==> config.mk <==
export PLATFORM = sky130hd
export DESIGN_NAME = ikascc_rom_arb
export DESIGN_NICKNAME = d
export VERILOG_FILES = /design/src/rtl/ikascc_rom_arb.sv
export SDC_FILE = /design/constraint.sdc
export NUM_CORES = 1
export LEC_CHECK = 0
export BUFFER_PORTS_ARGS = -buffer_cell sky130_fd_sc_hd__clkbuf_2
export CORE_AREA = 2 2 88 81
export CTS_CLUSTER_SIZE = 8
export DETAILED_ROUTE_END_ITERATION = 10
export DIE_AREA = 0 0 90 83
export HOLD_SLACK_MARGIN = 0.08
export PLACE_DENSITY = 0.82
export SYNTH_ARGS = -nofsm -noshare
export SYNTH_HDL_FRONTEND = slang
export SYNTH_SLANG_ARGS = --single-unit
==> constraint.sdc <==
create_clock -name emuclk -period 2.3 [get_ports emuclk]
set_input_delay 0.23 -clock emuclk [delete_from_list [all_inputs] [get_ports emuclk]]
set_output_delay 0.23 -clock emuclk [all_outputs]
set_load 0.03 [all_outputs]
==> src/rtl/ikascc_rom_arb.sv <==
// Shares the external ROM/flash byte port between slot CPU reads and host loader writes,
// with a synchronized CPU strobe, WAIT generation and a bounded memory handshake.
module ikascc_rom_arb #(
  parameter int unsigned TIMEOUT = 255
) (
  input  logic        emuclk,
  input  logic        rst_n,
  input  logic        cpu_romcs_n,
  input  logic [5:0]  cpu_bank,
  input  logic [12:0] cpu_ab,
  output logic [7:0]  cpu_rdata,
  output logic        cpu_wait_n,
  input  logic        ld_req,
  input  logic [18:0] ld_addr,
  input  logic [7:0]  ld_data,
  output logic        ld_ack,
  output logic        ld_err,
  output logic        mem_req,
  output logic        mem_we,
  output logic [18:0] mem_addr,
  output logic [7:0]  mem_wdata,
  input  logic [7:0]  mem_rdata,
  input  logic        mem_ack
);

  localparam int unsigned AW = 19;
  localparam int unsigned DW = 8;
  localparam int unsigned CW = 8;

  localparam logic [1:0] S_IDLE     = 2'd0;
  localparam logic [1:0] S_CPU_ACC  = 2'd1;
  localparam logic [1:0] S_LD_ACC   = 2'd2;
  localparam logic [1:0] S_CPU_HOLD = 2'd3;

  localparam logic [CW-1:0] TMO_LAST = CW'(TIMEOUT - 1);

  logic [1:0]    state, state_nx;
  logic [1:0]    csz;
  logic          csz_d;
  logic          cpu_pend, cpu_pend_nx;
  logic [AW-1:0] cpu_addr, cpu_addr_nx;
  logic          last_cpu, last_cpu_nx;
  logic [CW-1:0] cnt, cnt_nx;

  logic [DW-1:0] cpu_rdata_nx;
  logic          cpu_wait_n_nx;
  logic          ld_ack_nx, ld_err_nx;
  logic          mem_req_nx, mem_we_nx;
  logic [AW-1:0] mem_addr_nx;
  logic [DW-1:0] mem_wdata_nx;

  logic cs_fall_c;
  logic ld_ok_c;
  logic acc_done_c;

  // Falling edge of the synchronized strobe; csz_d holds the previous synchronized value.
  assign cs_fall_c  = csz_d & ~csz[1];
  // The ack cycle masks ld_req so a loader that drops it late is not granted twice.
  assign ld_ok_c    = ld_req & ~ld_ack;
  assign acc_done_c = mem_ack | (cnt == TMO_LAST);

  always_ff @(posedge emuclk) begin
    if (!rst_n) begin
      state      <= S_IDLE;
      csz        <= 2'b11;
      csz_d      <= 1'b1;
      cpu_pend   <= 1'b0;
      cpu_addr   <= '0;
      last_cpu   <= 1'b0;
      cnt        <= '0;
      cpu_rdata  <= 8'hFF;
      cpu_wait_n <= 1'b1;
      ld_ack     <= 1'b0;
      ld_err     <= 1'b0;
      mem_req    <= 1'b0;
      mem_we     <= 1'b0;
      mem_addr   <= '0;
      mem_wdata  <= '0;
    end else begin
      state      <= state_nx;
      csz        <= {csz[0], cpu_romcs_n};
      csz_d      <= csz[1];
      cpu_pend   <= cpu_pend_nx;
      cpu_addr   <= cpu_addr_nx;
      last_cpu   <= last_cpu_nx;
      cnt        <= cnt_nx;
      cpu_rdata  <= cpu_rdata_nx;
      cpu_wait_n <= cpu_wait_n_nx;
      ld_ack     <= ld_ack_nx;
      ld_err     <= ld_err_nx;
      mem_req    <= mem_req_nx;
      mem_we     <= mem_we_nx;
      mem_addr   <= mem_addr_nx;
      mem_wdata  <= mem_wdata_nx;
    end
  end

  // Next state and next registered outputs.
  always_comb begin
    state_nx      = state;
    cpu_pend_nx   = cpu_pend;
    cpu_addr_nx   = cpu_addr;
    last_cpu_nx   = last_cpu;
    cnt_nx        = cnt;
    cpu_rdata_nx  = cpu_rdata;
    cpu_wait_n_nx = cpu_pend ? 1'b0 : cpu_wait_n;
    ld_ack_nx     = 1'b0;
    ld_err_nx     = 1'b0;
    mem_req_nx    = mem_req;
    mem_we_nx     = mem_we;
    mem_addr_nx   = mem_addr;
    mem_wdata_nx  = mem_wdata;

    if (cs_fall_c && !cpu_pend) begin
      cpu_pend_nx = 1'b1;
      cpu_addr_nx = {cpu_bank, cpu_ab};
    end

    case (state)
      S_IDLE: begin
        cnt_nx = '0;
        if (cpu_pend && (!ld_ok_c || !last_cpu)) begin
          state_nx    = S_CPU_ACC;
          cpu_pend_nx = 1'b0;
          mem_req_nx  = 1'b1;
          mem_we_nx   = 1'b0;
          mem_addr_nx = cpu_addr;
        end else if (ld_ok_c) begin
          state_nx     = S_LD_ACC;
          mem_req_nx   = 1'b1;
          mem_we_nx    = 1'b1;
          mem_addr_nx  = ld_addr;
          mem_wdata_nx = ld_data;
        end
      end
      S_CPU_ACC: begin
        cnt_nx = cnt + CW'(1);
        if (acc_done_c) begin
          cpu_rdata_nx  = mem_ack ? mem_rdata : 8'hFF;
          cpu_wait_n_nx = 1'b1;
          mem_req_nx    = 1'b0;
          last_cpu_nx   = 1'b1;
          state_nx      = csz[1] ? S_IDLE : S_CPU_HOLD;
        end
      end
      S_LD_ACC: begin
        cnt_nx = cnt + CW'(1);
        if (acc_done_c) begin
          ld_ack_nx   = 1'b1;
          ld_err_nx   = ~mem_ack;
          mem_req_nx  = 1'b0;
          last_cpu_nx = 1'b0;
          state_nx    = S_IDLE;
        end
      end
      S_CPU_HOLD: begin
        if (csz[1]) state_nx = S_IDLE;
      end
      default: state_nx = S_IDLE;
    endcase
  end

endmodule
==> flow_summary.toml, run 1 <==
[outcome]
outcome = "finished clean"

[setup_path]
critical_path_cell_count = 6
r2r_end = "mem_wdata[1]"
crit_fanout = 9
startpoint_type = "register"
crit_buf_inv = 2
worst-endpoint-required_ns = 2.54
worst_r2r_path_depth = 6
worst_setup_path_end_kind = "register"
max_stage_delay_ns = 0.38
cp_cell_sequence = "inv_1 > ha_1 > inv_1 > a211o_1 > mux2i_1 > nor2b_1"
crit-reg2reg-launch = "state[0]"
endpoint_of_the_most_critical_setup_path = "mem_wdata[1]"
crit_start = "state[0]"
critical_path.slowest_cell = "sky130_fd_sc_hd__dfxtp_1"
path_common_cell = "sky130_fd_sc_hd__inv_1"
critical_path.top_delay_family = "flip-flops"
timing_worst_setup_path_type = "register to register"
arrival_time_at_the_worst_endpoint_ns = 1.88
minimum_setup_slack_among_reg_to_reg_paths_ns = 0.66

[pwr]
report.power.total_mw = 3.01
peak_vdd_ir_uv = 433
power.density_nw_per_um2 = 801
clock_power_share_pct = 30.7
leakage_nw = 1.76
netSwitchingPower_uw = 914
power_frac_seq_pct = 48.2
p_comb_share_pct = 21.1
internal_mw = 2.10
power_switching_share_pct = 30.3

[synth]
synthesis.nets = 383
synthesized_instance_count = 318
post_synth.cell_area_avg_um2 = 9.63
synth-edff-count = 0
netlist_top_cells_area = "sky130_fd_sc_hd__dfxtp_1 (48%), sky130_fd_sc_hd__mux2i_1 (8.8%), sky130_fd_sc_hd__nand2_1 (5.5%)"
postSynth.asyncResetShare_pct = 0
ys_top_cells_by_count = "sky130_fd_sc_hd__dfxtp_1 (74), sky130_fd_sc_hd__nand2_1 (45), sky130_fd_sc_hd__mux2i_1 (27)"
synthDominantAreaCellType = "sky130_fd_sc_hd__dfxtp_1"
synth.most_common_cell = "sky130_fd_sc_hd__dfxtp_1"
yosys_warnings = 0
total_of_flip_flops_plus_latches_after_synthesis = 74
synth_cell_type_count = 47
dominantRegCellSynth = "sky130_fd_sc_hd__dfxtp_1"
synth_sequential_area_ratio_pct = 48.4
synth_top_area_share_pct = 48.4
netlist_area_um2 = 3060

[timing]
unrepaired_setup_endpoints_after_global_routing = "no"
period_share_pct = 71.3
fin_tns_setup_ns = 0
min_period_ns = 1.64
worst_slew_pin_slew_ns = 0.814
maxClockFrequency_mhz = 610
timing.final.hold_violations = 0
slew_violations = 0
report.final.setup_viol = 0
timing.max_slew.rel_slack_pct = 45.7
worst_clock_skew_ns = 0.00635

[placed_design]
place_area_um2 = 3570
hpwlAfterDp_mm = 4.57
routabilityCongestion = 0.714
place_inst = 490
buffer_ports.inserted = 98

[finish]
seqCellArea_um2 = 1480
num-nets-final = 478
final-instance-count-excl-fill = 506
multiInputGateArea_um2 = 1450
finalCoreUtilization_pct = 57.7
n_fill_cell = 601
finish.instance_area_um2 = 3760
layout-drive-gt1-share_pct = 29.8
layout-area-overhead-vs-synth_pct = 22.9
antenna_cells = 0

[clock_tree]
tritoncts_sink_count = 74
cts_tree = "built"
cts.path.max_buffers = 2
post_cts_resize_count = 0
cts_setup_buffers = 0
cts_buffer_count = 9
clock_tree.root_cell = "sky130_fd_sc_hd__clkbuf_8"
worst_skew_pair.late_latency_ns = 0.34
path_clk_slew_ns = 0.07
clock_tree.htree_level_count = 3

[drt]
drcViolationCount = 0
dr.first_iter.drc_count = 105
ant_nets = 0
finalWirelength_mm = 6.59
vias = 2567
vias_per_cell = 5.07
detail_route.wl_per_cell_um = 13.0
drt_first_pass_iters = 4

[grt]
antenna_found_initial = 0
grt_overflow_total = 0
grt_max_degree = 40
grt.total_usage_pct = 17.8
grt_pass1_wl_mm = 11.0
first_global_vias = 2424

[die]
core_area_um2 = 6520
die_x_um = 90
die-height_um = 83
die-area_um2 = 7470
initial_core_util_pct = 47.0
ios = 99
row_count = 28

[worst_hold_path]
worst_hold_path.num_cells = 2
holdCritPathClass = "primary input to register"

[job]
maxCapViolCount = 0
==> cells in the final DEF, fill, tap and decap left out, types with 6 or more instances in the layout <==
cell                       instances
sky130_fd_sc_hd__nor2b_1          12
sky130_fd_sc_hd__nand2_1          45
sky130_fd_sc_hd__a21boi_0         20
sky130_fd_sc_hd__mux2i_1          27
sky130_fd_sc_hd__dfxtp_1          74
sky130_fd_sc_hd__a21oi_1          23
sky130_fd_sc_hd__clkbuf_2         98
sky130_fd_sc_hd__o22a_1            7
sky130_fd_sc_hd__clkbuf_8          9
sky130_fd_sc_hd__nor2_1           11
sky130_fd_sc_hd__ha_1              6
sky130_fd_sc_hd__o21ai_0          23
==> cells by family (layout without fill, tap and decap cells) <==
kind of cell,Yosys count,count (layout),share of synthesized area [%]
buffers and inverters,24,122,4.45
XOR/XNOR,6,6,1.72
multiplexers,27,27,8.83
flip-flops,74,74,48.4
adder cells (fa/ha/maj),6,6,2.45
AND/OR/NAND/NOR,90,90,14.8
AO/OA/AOI/OAI,91,91,19.3
==> what timing repair did <==
item                                   4_1_cts  5_1_grt
endpoints found under the hold margin        2        0
hold buffers                                 2        0
setup endpoints to repair                    0        0
==> power by group through the flow <==
stage	Combinational, mW	Sequential [mW]	Clock, mW
after CTS	0.640	1.45	0.953
after detailed placement	0.634	1.48	0
after floorplan	0.300	1.63	0
after global routing	0.693	1.46	1.02
final	0.635	1.45	0.927
after global placement	0.620	1.48	0
==> per-stage QoR <==
stage          hold slack [ns]  setup WS [ns]
2_1_floorplan            0.302          0.883
3_3_place_gp             0.409          0.753
3_5_place_dp             0.406          0.677
4_1_cts                 0.0817          0.658
5_1_grt                 0.0835          0.461
6_report                0.0930          0.661
==> area by class of cell <==
cell class | instances | share of cell area (%)
clock buffers | 10 | 3.39
well taps | 90 | 2.99
inverters | 6 | 0.599
repair buffers | 102 | 14.0
clock inverters | 4 | 1.20
flip-flops and latches | 74 | 39.4
multi-input cells | 220 | 38.5
==> layer usage <==
layer | share of wire, % | wire length, um | vias up | global-route usage (%)
met5 | 0 | 0 | - | 0
met4 | 0.80 | 53 | 0 | 4.76
met3 | 6.2 | 409 | 9 | 6.90
met2 | 47 | 3110 | 82 | 28.8
met1 | 46 | 3020 | 1182 | 22.2
li1 | - | - | 1294 | -
==> sequential cells by signal (all words and copies together) (netlist names) <==
| name | count |
|---|---|
| cnt | 8 |
| cpu_addr | 19 |
| last_cpu | 1 |
| csz | 2 |
| csz_d | 1 |
| mem_wdata | 8 |
| ld_err | 1 |
| cpu_rdata | 8 |
| cpu_pend | 1 |
| mem_req | 1 |
| ld_ack | 1 |
| cpu_wait_n | 1 |
| state | 2 |
| mem_addr | 19 |
| mem_we | 1 |
==> worst min path at each step <==
stage	from	to	slack, ns
6_report	mem_rdata[1]	cpu_rdata[1]	0.09
5_1_grt	mem_rdata[1]	cpu_rdata[1]	0.08
4_1_cts	mem_rdata[1]	cpu_rdata[1]	0.08
3_5_place_dp	csz[0]	csz[1]	0.41
3_3_place_gp	csz[0]	csz[1]	0.41
2_1_floorplan	mem_ack	ld_err	0.30
Power figures use the tool's default switching activity.
==> run 2, diff against run 1 <==
- clock period: 2.3 -> 1.55 ns (I/O delays scaled with it)
==> run 2 against run 1 <==
Against the previous run:
- sequential power rose by 49%
- first-iteration DRC count fell by 1.9%
- final area rose by 13%
- hold slack improved by 0.0010 ns
- critical endpoint is now cpu_rdata[2]
- cell count rose by 8.1%
- clock-buffer cell count rose by 2
- worst setup slack got worse by 0.57 ns
- global-route usage rose by 1.9 points
- register-to-register slack got worse by 0.57 ns
- combinational power rose by 80%
- clock skew rose by 0.0063 ns
- largest cell class is now multi-input combinational cells
- critical path depth did not move
==> flow_summary.toml, run 2 (same netlist as run 1, synthesis figures left out) <==
[outcome]
outcome = "finished clean"

[setup_path]
critical_path.top_delay_family = "compound AO/OA/AOI/OAI gates"
arrival_time_at_the_worst_endpoint_ns = 1.69
crit_buf_inv = 1
cp_cell_sequence = "inv_1 > ha_1 > and3_2 > a21oi_4 > o21ai_4 > o22a_1"
worst_setup_path_end_kind = "register"
startpoint_type = "register"
max_stage_delay_ns = 0.33
critical_path.slowest_cell = "sky130_fd_sc_hd__dfxtp_1"
timing_worst_setup_path_type = "register to register"
worst-endpoint-required_ns = 1.78
crit_fanout = 8

[timing]
worst_slew_pin_slew_ns = 0.394
min_period_ns = 1.46
report.final.setup_viol = 0
period_share_pct = 94.3
maxClockFrequency_mhz = 684
timing.final.hold_violations = 0
timing.max_slew.rel_slack_pct = 73.6
worst_clock_skew_ns = 0.0127
slew_violations = 0
post-route-worst-setup-slack_ns = 0.0880

[placed_design]
place_area_um2 = 3620
routabilityCongestion = 0.765
buffer_ports.inserted = 98
detailedPlace.worstSlack_ns = -0.102
hpwlAfterDp_mm = 4.77

[drt]
vias = 2735
dr.first_iter.drc_count = 103
dr.max_layer_used = "met4"
drcViolationCount = 0
vias_per_cell = 5.00
dr_wl_met2_mm = 3.81
ant_nets = 0
wl_met1_mm = 3.41
met3_wirelength_um = 322
drt_first_pass_iters = 4
finalWirelength_mm = 7.62
detail_route.wl_per_cell_um = 13.9

[die]
die_x_um = 90
die-area_um2 = 7470
core_area_um2 = 6520
initial_core_util_pct = 47.0
row_count = 28
ios = 99
die-height_um = 83

[clock_tree]
clock_tree.htree_level_count = 3
cts_tree = "built"
clock_tree.root_cell = "sky130_fd_sc_hd__clkbuf_8"
tritoncts_sink_count = 74
worst_skew_pair.late_latency_ns = 0.34
path_clk_slew_ns = 0.08
cts_buffer_count = 9
cts.path.max_buffers = 2

[finish]
largest_registers = "cpu_addr x19, mem_addr x19"
multiInputGateArea_um2 = 1490
num-nets-final = 517
antenna_cells = 0
layout-area-overhead-vs-synth_pct = 39.0
layout-drive-gt1-share_pct = 31.5
seqCellArea_um2 = 1480
final_common_cell = "sky130_fd_sc_hd__clkbuf_2"
final_cell_mix = "sky130_fd_sc_hd__clkbuf_2 (98), sky130_fd_sc_hd__dfxtp_1 (72), sky130_fd_sc_hd__nand2_1 (45), sky130_fd_sc_hd__dlygate4sd3_1 (34), sky130_fd_sc_hd__mux2i_1 (27)"
finish.instance_area_um2 = 4260
n_fill_cell = 563

[pwr]
p_comb_share_pct = 23.4
leakage_nw = 1.96
netSwitchingPower_mw = 1.47
clock_power_share_pct = 32.4
internal_mw = 3.40
power_switching_share_pct = 30.2
peak_vdd_ir_uv = 546
power_frac_seq_pct = 44.3
power.density_nw_per_um2 = 1150

[grt]
antenna_found_initial = 0
grt.total_usage_pct = 19.7
grt_max_degree = 40
grt_overflow_total = 0
grt_pass1_wl_mm = 12.1
first_global_vias = 2651

[job]
maxCapViolCount = 0

[worst_hold_path]
holdCritPathClass = "primary input to register"
==> run 2: timing repair <==
item | 4_1_cts | 5_1_grt
endpoints found under the hold margin | 34 | 0
setup buffers | 0 | 1
hold buffers | 34 | 0
endpoints found under the setup margin | 9 | 37
resized for setup | 2 | 12
gates cloned | 0 | 1
==> run 2: path summary, 6_finish.rpt <==
kind	cells past startpoint	slack, ns	to	start
max	6	0.09	cpu_rdata[2]	cnt[0]
min	3	0.09	mem_wdata[0]	ld_data[0]
max reg2reg	6	0.09	cpu_rdata[2]	cnt[0]
min reg2reg	1	0.44	csz[1]	csz[0]
==> run 2: area by class of cell <==
cell class	instances	share of cell area [%]
sequential	74	34.9
clock buffer	12	3.88
timing repair buffer	141	21.8
inverter	6	0.529
clock inverter	4	1.15
tap	90	2.65
multi-input combinational	220	35.1
==> run 2: routing by layer <==
layer  up-vias  GRT usage (%)
met3         8           4.45
met1      1274           24.2
li1       1375              -
met4         0           8.11
met2        78           33.3
met5         -              0
==> run 2: through the flow <==
stage / hold slack, ns / power [mW] / util, % / setup TNS, ns / cells
detailed placement: 0.349 / 3.18 / 55.5 / -0.664 / 495
finish: 0.0940 / 4.88 / 65.3 / 0 / 547
CTS: 0.0871 / 4.82 / 64.1 / 0 / 545
global route: 0.0938 / 5.11 / 65.3 / -0.0548 / 547
floorplan: 0.227 / 2.87 / - / 0 / 318
global placement: 0.359 / 3.15 / 55.5 / 0 / 495
==> run 2: worst reg2reg max path: cells and delay by family, from the launching register on <==
family,cells,cell delay [ns]
AO/OA/AOI/OAI,3,0.57
flip-flops,1,0.33
AND/OR/NAND/NOR,1,0.25
adder cells (fa/ha/maj),1,0.18
buffers and inverters,1,0.04
==> run 2: power groups by stage <==
| stage | clock, mW | sequential (mW) | combinational [mW] |
|---|---|---|---|
| after floorplan | 0 | 2.42 | 0.446 |
| after global placement | 0 | 2.19 | 0.959 |
| after detailed placement | 0 | 2.19 | 0.982 |
| after CTS | 1.61 | 2.15 | 1.05 |
| after global routing | 1.71 | 2.18 | 1.23 |
| final | 1.58 | 2.16 | 1.14 |
